==> config.mk <==
export PLATFORM = sky130hd
export DESIGN_NAME = multiply_seq
export DESIGN_NICKNAME = d
export VERILOG_FILES = /design/src/rtl/multiply_seq.sv
export SDC_FILE = /design/constraint.sdc
export NUM_CORES = 2
export LEC_CHECK = 0
export ABC_AREA = 1
export BUFFER_PORTS_ARGS = -buffer_cell sky130_fd_sc_hd__buf_2
export CAP_MARGIN = 15
export CORE_AREA = 2 2 220 222
export DETAILED_ROUTE_END_ITERATION = 6
export DIE_AREA = 0 0 222 224
export MAX_ROUTING_LAYER = met4
export PLACE_DENSITY = 0.79
export SKIP_CTS_REPAIR_TIMING = 1
export SLEW_MARGIN = 5
export SYNTH_ARGS = -nofsm -noshare
export SYNTH_HDL_FRONTEND = slang
export SYNTH_SLANG_ARGS = --single-unit
==> constraint.sdc <==
create_clock -name clk -period 8.54 [get_ports clk]
set_input_delay 1.281 -clock clk [delete_from_list [all_inputs] [get_ports clk]]
set_output_delay 1.281 -clock clk [all_outputs]
set_load 0.01 [all_outputs]
==> src/rtl/multiply_seq.sv <==
// multiply_seq: sequential signed 64x64 -> 128 multiplier using radix-16
// Booth recoding. It retires four multiplier bits per CALC cycle, so a full
// operation takes 16 CALC cycles followed by a one-cycle DONE pulse.
//
// Optional feature: define MULT_EARLY_TERM_EN to finish early once the
// remaining multiplier bits are pure sign extension (all-zeros or all-ones).
// The default build (macro undefined) always runs all 16 steps.
module multiply_seq (
    input  logic           clk,
    input  logic           reset,
    input  logic           start,
    input  logic [63:0]    multiplicand,
    input  logic [63:0]    multiplier,
    output logic           busy,
    output logic           done,
    output logic [127:0]   result
);

    typedef enum logic [1:0] {
        IDLE = 2'd0,
        CALC = 2'd1,
        DONE = 2'd2
    } state_t;

    state_t         state_reg;
    logic [63:0]    mcand_reg;
    logic [64:0]    mreg_reg;      // {multiplier, 1'b0}, shifted right 4 per step
    logic [127:0]   product_reg;
    logic [3:0]     count_reg;
    logic           busy_reg;
    logic           done_reg;

    // Booth digit and per-step datapath values
    logic [5:0]     digit_pos;     // 4*m3 + 2*m2 + m1 + m0, range 0..8
    logic [5:0]     digit_next;    // two's-complement digit, range -8..+8
    logic [67:0]    pp_next;       // digit * multiplicand, fits in 68 bits
    logic [127:0]   product_next;  // (product + pp<<64) >>> 4
    logic [64:0]    mreg_next;     // mreg >>> 4

`ifdef MULT_EARLY_TERM_EN
    logic           early_term;
    logic [6:0]     et_shift;
    logic [127:0]   et_product;
`endif

    // Radix-16 Booth step. The sum before the shift can reach about 2^130,
    // so the shift is folded into the add: the addend's low 64 bits are zero
    // and cannot carry, which lets product[3:0] be dropped up front and keeps
    // the whole computation exact in 128 bits.
    always_comb begin
        digit_pos    = {3'b000, mreg_reg[3], mreg_reg[2], 1'b0}
                     + {5'b00000, mreg_reg[1]}
                     + {5'b00000, mreg_reg[0]};
        digit_next   = digit_pos - {2'b00, mreg_reg[4], 3'b000};
        pp_next      = $signed({{62{digit_next[5]}}, digit_next})
                     * $signed({{4{mcand_reg[63]}}, mcand_reg});
        product_next = {{4{product_reg[127]}}, product_reg[127:4]}
                     + {pp_next, 60'd0};
        mreg_next    = {{4{mreg_reg[64]}}, mreg_reg[64:4]};
    end

`ifdef MULT_EARLY_TERM_EN
    // Once the unconsumed multiplier bits are pure sign extension every
    // remaining digit is zero, so the outstanding steps reduce to a single
    // arithmetic shift by 4 bits per skipped step (this one included).
    always_comb begin
        early_term = (mreg_reg == {65{1'b0}}) || (mreg_reg == {65{1'b1}});
        et_shift   = 7'd64 - {1'b0, count_reg, 2'b00};
        et_product = $signed(product_reg) >>> et_shift;
    end
`endif

    // Control FSM plus datapath registers; busy and done are registered.
    always_ff @(posedge clk) begin
        if (reset) begin
            state_reg   <= IDLE;
            mcand_reg   <= 64'd0;
            mreg_reg    <= 65'd0;
            product_reg <= 128'd0;
            count_reg   <= 4'd0;
            busy_reg    <= 1'b0;
            done_reg    <= 1'b0;
        end else begin
            case (state_reg)
                IDLE: begin
                    done_reg <= 1'b0;
                    if (start) begin
                        mcand_reg   <= multiplicand;
                        mreg_reg    <= {multiplier, 1'b0};
                        product_reg <= 128'd0;
                        count_reg   <= 4'd0;
                        busy_reg    <= 1'b1;
                        state_reg   <= CALC;
                    end
                end

                CALC: begin
`ifdef MULT_EARLY_TERM_EN
                    if (early_term) begin
                        product_reg <= et_product;
                        count_reg   <= count_reg + 4'd1;
                        done_reg    <= 1'b1;
                        state_reg   <= DONE;
                    end else begin
                        product_reg <= product_next;
                        mreg_reg    <= mreg_next;
                        count_reg   <= count_reg + 4'd1;
                        if (count_reg == 4'd15) begin
                            done_reg  <= 1'b1;
                            state_reg <= DONE;
                        end
                    end
`else
                    product_reg <= product_next;
                    mreg_reg    <= mreg_next;
                    count_reg   <= count_reg + 4'd1;
                    if (count_reg == 4'd15) begin
                        done_reg  <= 1'b1;
                        state_reg <= DONE;
                    end
`endif
                end

                DONE: begin
                    // Result stays in product_reg until the next accepted start.
                    done_reg  <= 1'b0;
                    busy_reg  <= 1'b0;
                    state_reg <= IDLE;
                end

                default: begin
                    done_reg  <= 1'b0;
                    busy_reg  <= 1'b0;
                    state_reg <= IDLE;
                end
            endcase
        end
    end

    assign busy   = busy_reg;
    assign done   = done_reg;
    assign result = product_reg;

endmodule

After elaboration in Yosys (flattened, before gate mapping)

Index checks and enable logic that the tools add are counted.

Add/subtract/negate cells: 5
$mul: 1
Divide/modulo/power cells: 0
Magnitude comparators: 0
Equal/unequal tests: 4
Shifts and indexed selects: 0
Multiplexer cells: 11
Bitwise gates (word level): 1
Reduce and logical (&&, ||, !) cells: 8

Operator list:

| operator              | count |
|---|---|
| $pmux W128 S2         | 1 |
| $pmux W65 S2          | 1 |
| $add A128 B128 Y128   | 1 |
| $mux W128             | 1 |
| $mul A6 B64 Y68       | 1 |
| $mux W65              | 1 |
| $pmux W4 S2           | 1 |
| $reduce_and A2 Y1     | 4 |
| $sub A5 B4 Y6         | 1 |
| $add A4 B1 Y5         | 1 |
| $add A3 B1 Y4         | 1 |
| $add A4 B1 Y4 const B | 1 |
| $eq A4 B4 Y1 const B  | 1 |
| $mux W2               | 2 |
| $mux W4               | 1 |
| $ne A2 B2 Y1 const B  | 2 |
| $pmux W2 S2           | 1 |
| $reduce_and A3 Y1     | 1 |
| $eq A2 B1 Y1 const B  | 1 |
| $logic_not A2 Y1      | 1 |
| $pmux W1 S2           | 1 |
| $reduce_bool A2 Y1    | 1 |
| $reduce_or A2 Y1      | 1 |
| $mux W1               | 1 |
| $not A1 Y1            | 1 |

Flip-flop bits (word level): 265
Latch bits: 0
Bits in writable memories: 0
ROM bits: 0
Word-level logic and storage cells: 38
Memories kept: 0

Depth between registers and ports, before layout

Depth after elaboration: 6
Mapped depth: 49
Mapped depth without buffers: 48

Least setup slack after synthesis

Ideal clock, no wire load.

Path kind: reg2reg
From: register mreg_reg[2]
To: register product_reg[108] (netlist: result[108])
Data arrival time: 6.453 ns
Required time: 8.408 ns
Slack: 1.955 ns
Cell stages (with the launch flop): 33
Buffers on the path: 1
Period minus slack after synthesis: 6.585 ns
Cells stage by stage: dfxtp_1 -> inv_1 -> ha_1 -> nand2_1 -> inv_1 -> nor2_1 -> clkinv_1 -> clkbuf_1 -> nor2_1 -> fa_1 -> fa_1 -> fa_1 -> ha_1 -> ha_1 -> a21oi_2 -> o21ai_0 -> a21oi_1 -> o21ai_2 -> a21oi_2 -> inv_1 -> a21oi_2 -> o21bai_1 -> xor2_1 -> ha_1 -> a21oi_1 -> o21ai_0 -> a21oi_1 -> nor2_1 -> nor2_1 -> nand3_1 -> or2_2 -> nand3_1 -> a21oi_1

Word-level cells in the longest chain between the ends: 6

RTL lines:

| what                   | line | text |
|---|---|---|
| start, declared        | 27   | `logic [64:0] mreg_reg;` |
| start signal, assigned | 89   | `mreg_reg <= {multiplier, 1'b0};` |
| start signal, assigned | 115  | `mreg_reg <= mreg_next;` |
| $add A3 B1 Y4          | 52   | `+ {5'b00000, mreg_reg[1]}` |
| $add A4 B1 Y5          | 53   | `+ {5'b00000, mreg_reg[0]};` |
| $sub A5 B4 Y6          | 54   | `digit_next = digit_pos - {2'b00, mreg_reg[4], 3'b000};` |
| $mul A6 B64 Y68        | 56   | `* $signed({{4{mcand_reg[63]}}, mcand_reg});` |
| $add A128 B128 Y128    | 58   | `+ {pp_next, 60'd0};` |
| $pmux W128 S2          | 84   | `case (state_reg)` |
| end signal, assigned   | 114  | `product_reg <= product_next;` |
| end, declared          | 28   | `logic [127:0] product_reg;` |

No other way between the ends.
A chain may end at the register's enable or synchronous reset.

Worst setup path after layout

From: register mreg_reg[2]
To: register product_reg[124] (netlist: result[124])

The elaborated chain is that of the path after synthesis.

==> out/results.tsv <==
metric	value	unit
yosysUniqueCellTypes	58	
power_density	423	nW/um^2
final.setup.tns	0	ns
final_common_cell	nand2_1	
start_util	58.6	%
crit_type	reg2reg	
max_freq	0.126	GHz
ys_ff_latch	265	
synth_edf_count	0	
netlist_area	27800	sq um
hold_violations	0	
antenna_found_initial	4	
multi_input_area	19600	sq um
num_vias	27600	
path_max_fanout	12	
dr.pass1.iters	6	
ff2ff_path_depth	39	
setup_viol	0	
drc	0	
wl_per_cell	18.6	um
end_kind	register	
irDropWorstVdd	225	uV
period_needed	7.91	ns
yosysSeqAreaShare	19.1	%
numCtsBuffers	31	
status	completed	
htree_levels	1	
clk_latency	0.61	ns
final_cell_mix	nand2_1 (816), inv_1 (599), nor2_1 (521), a21oi_1 (329), dfxtp_1 (265)	
pin_count	261	
startpoint_type	register	
areaGrowthSynthToFinish	10.7	%
r2r-end	result[124]	
cts_buffer_depth	3	
yosys_warnings	0	
synth_area_per_cell	6.99	sq um
viasPerCell	5.74	
largest_reg_flops	128	
leakage	15.0	nW
hold_class	reg2reg	
grt_pass1_wl	142000	um
nNetsFinal	4770	
drtIter0Drc	2474	
die_h	224	um
rows	80	
max_stage_delay	0.58	ns
fin_area	30700	sq um
cts.sinks	265	
syn_inst	3973	
first_global_vias	26400	
grtUsageTotal	36.8	%
die_w	222	um
ant_nets	0	
r2r-start	mreg_reg[2]	
worst_slew_pin_slew	1.14	ns
rsz0062_at_grt	no	
root_buffer	clkbuf_16	
synth_fp_nets	4570	
seqCellArea	5310	sq um
place.gp.congestion	1.03	
core	47300	sq um
fin_cells	4815	
synthFlopType	dfxtp_1	
dp_cells	4754	
crit_end	result[124]	
slew_viol_final	0	
drive_gt1_share	11.3	%
postLayoutCoreUtil	64.9	%
finalClockSkew	0.0291	ns
critPathSlowestCell	fa_1	
dp_hpwl	72000	um
cp_common_cell	nand2_1	
dpl_cell_area	29600	sq um
crit_start	mreg_reg[2]	
portBuffers	260	
clkTransAtPathRegs	0.07	ns
grt_max_degree	143	
async_reset_ff_share	0	%
cts_tree	built	
maxCapViolCount	0	
r2r_slack	0.63	ns
slew_headroom	23.7	%
critPathArrivalTime	8.35	ns
wl	89600	um
grt_overflow	0	
dieArea	49700	sq um
n_fill_cell	4309	
cp.required	8.98	ns
min_period_over_period	92.6	%
## critical path, delay by kind of cell (launching register included)
family | cells | cell delay (ns)
fa+ha+maj | 7 | 2.88
simple gates | 22 | 2.40
compound gates | 6 | 1.03
buf+inv | 4 | 1.01
flops | 1 | 0.41
## power by group
group / internal (mW) / switching, mW
registers: 1.43 / 0.242
logic: 3.22 / 6.71
clock network: 0.816 / 0.600
total: 5.46 / 7.55
## cell families (layout without fill, tap and decap cells)
logic type	after synthesis	count (layout)	share of synthesized area (%)
other	0	3	0
AOI/OAI and AO/OA	840	840	17.3
adders and majority gates	466	466	27.9
buffers and inverters	744	968	10.2
xor gates and xnor gates	57	57	1.80
DFF	265	265	19.1
and+or+nand+nor	1601	1601	23.7
## through the flow
step | power [mW] | hold WS, ns | setup slack (ns)
floorplan | 8.32 | 0.424 | 1.96
global placement | 11.2 | 0.461 | 0.856
detailed placement | 11.3 | 0.469 | 0.842
CTS | 12.8 | 0.479 | 0.808
global route | 14.1 | 0.495 | 0.233
finish | 13.0 | 0.479 | 0.630
## cells in the mapped netlist, types with 5 or more instances
cell,number,area [sq um]
nand2_1,817,3070
inv_1,601,2260
nor2_1,523,1960
a21oi_1,329,1650
dfxtp_1,265,5310
o21ai_0,262,1310
fa_1,254,5080
ha_1,212,2650
nand3_1,119,596
clkbuf_1,101,379
a31oi_1,80,500
a22oi_1,47,353
xor2_1,37,324
or2_2,29,181
nand2_2,27,169
o21bai_1,22,165
nand4_1,21,131
xnor2_1,20,175
a21o_1,19,143
nor3_1,15,75.1
o32ai_1,15,131
buf_1,12,45.0
buf_2,12,60.1
nand3b_1,12,90.1
nor2_2,11,68.8
a21oi_2,10,87.6
o21ai_2,10,87.6
nor4_1,9,56.3
o21a_1,9,67.6
inv_2,8,30.0
nand3_2,8,80.1
o21ai_1,7,35.0
a21boi_0,5,37.5
## cell type report
type	count	share of cell area (%)
Sequential cell	265	17.3
Clock inverter	16	0.631
Clock buffer	41	2.84
Inverter	612	7.48
Antenna cell	3	0.0244
Multi-Input combinational cell	2964	63.9
Timing Repair Buffer	299	5.38
Tap cell	615	2.50
## routing by layer
metal | wire, um | share of wire [%] | vias up | GRT usage (%)
li1 | - | - | 13200 | -
met1 | 38700 | 43 | 13200 | 49.5
met2 | 40600 | 45 | 1125 | 57.9
met3 | 7330 | 8.2 | 146 | 5.47
met4 | 2940 | 3.3 | 0 | 10.9
met5 | 0 | 0 | - | -
## how the worst min path moves through the flow
stage,cells past startpoint,end,start
2_1_floorplan,1,busy,state_reg[1]
3_3_place_gp,2,result[1],result[1]
3_5_place_dp,2,mreg_reg[27],mreg_reg[31]
4_1_cts,2,mreg_reg[27],mreg_reg[31]
5_1_grt,2,mreg_reg[20],mreg_reg[24]
6_report,2,mreg_reg[59],mreg_reg[63]
No activity file was read; power rests on OpenSTA's default activity.
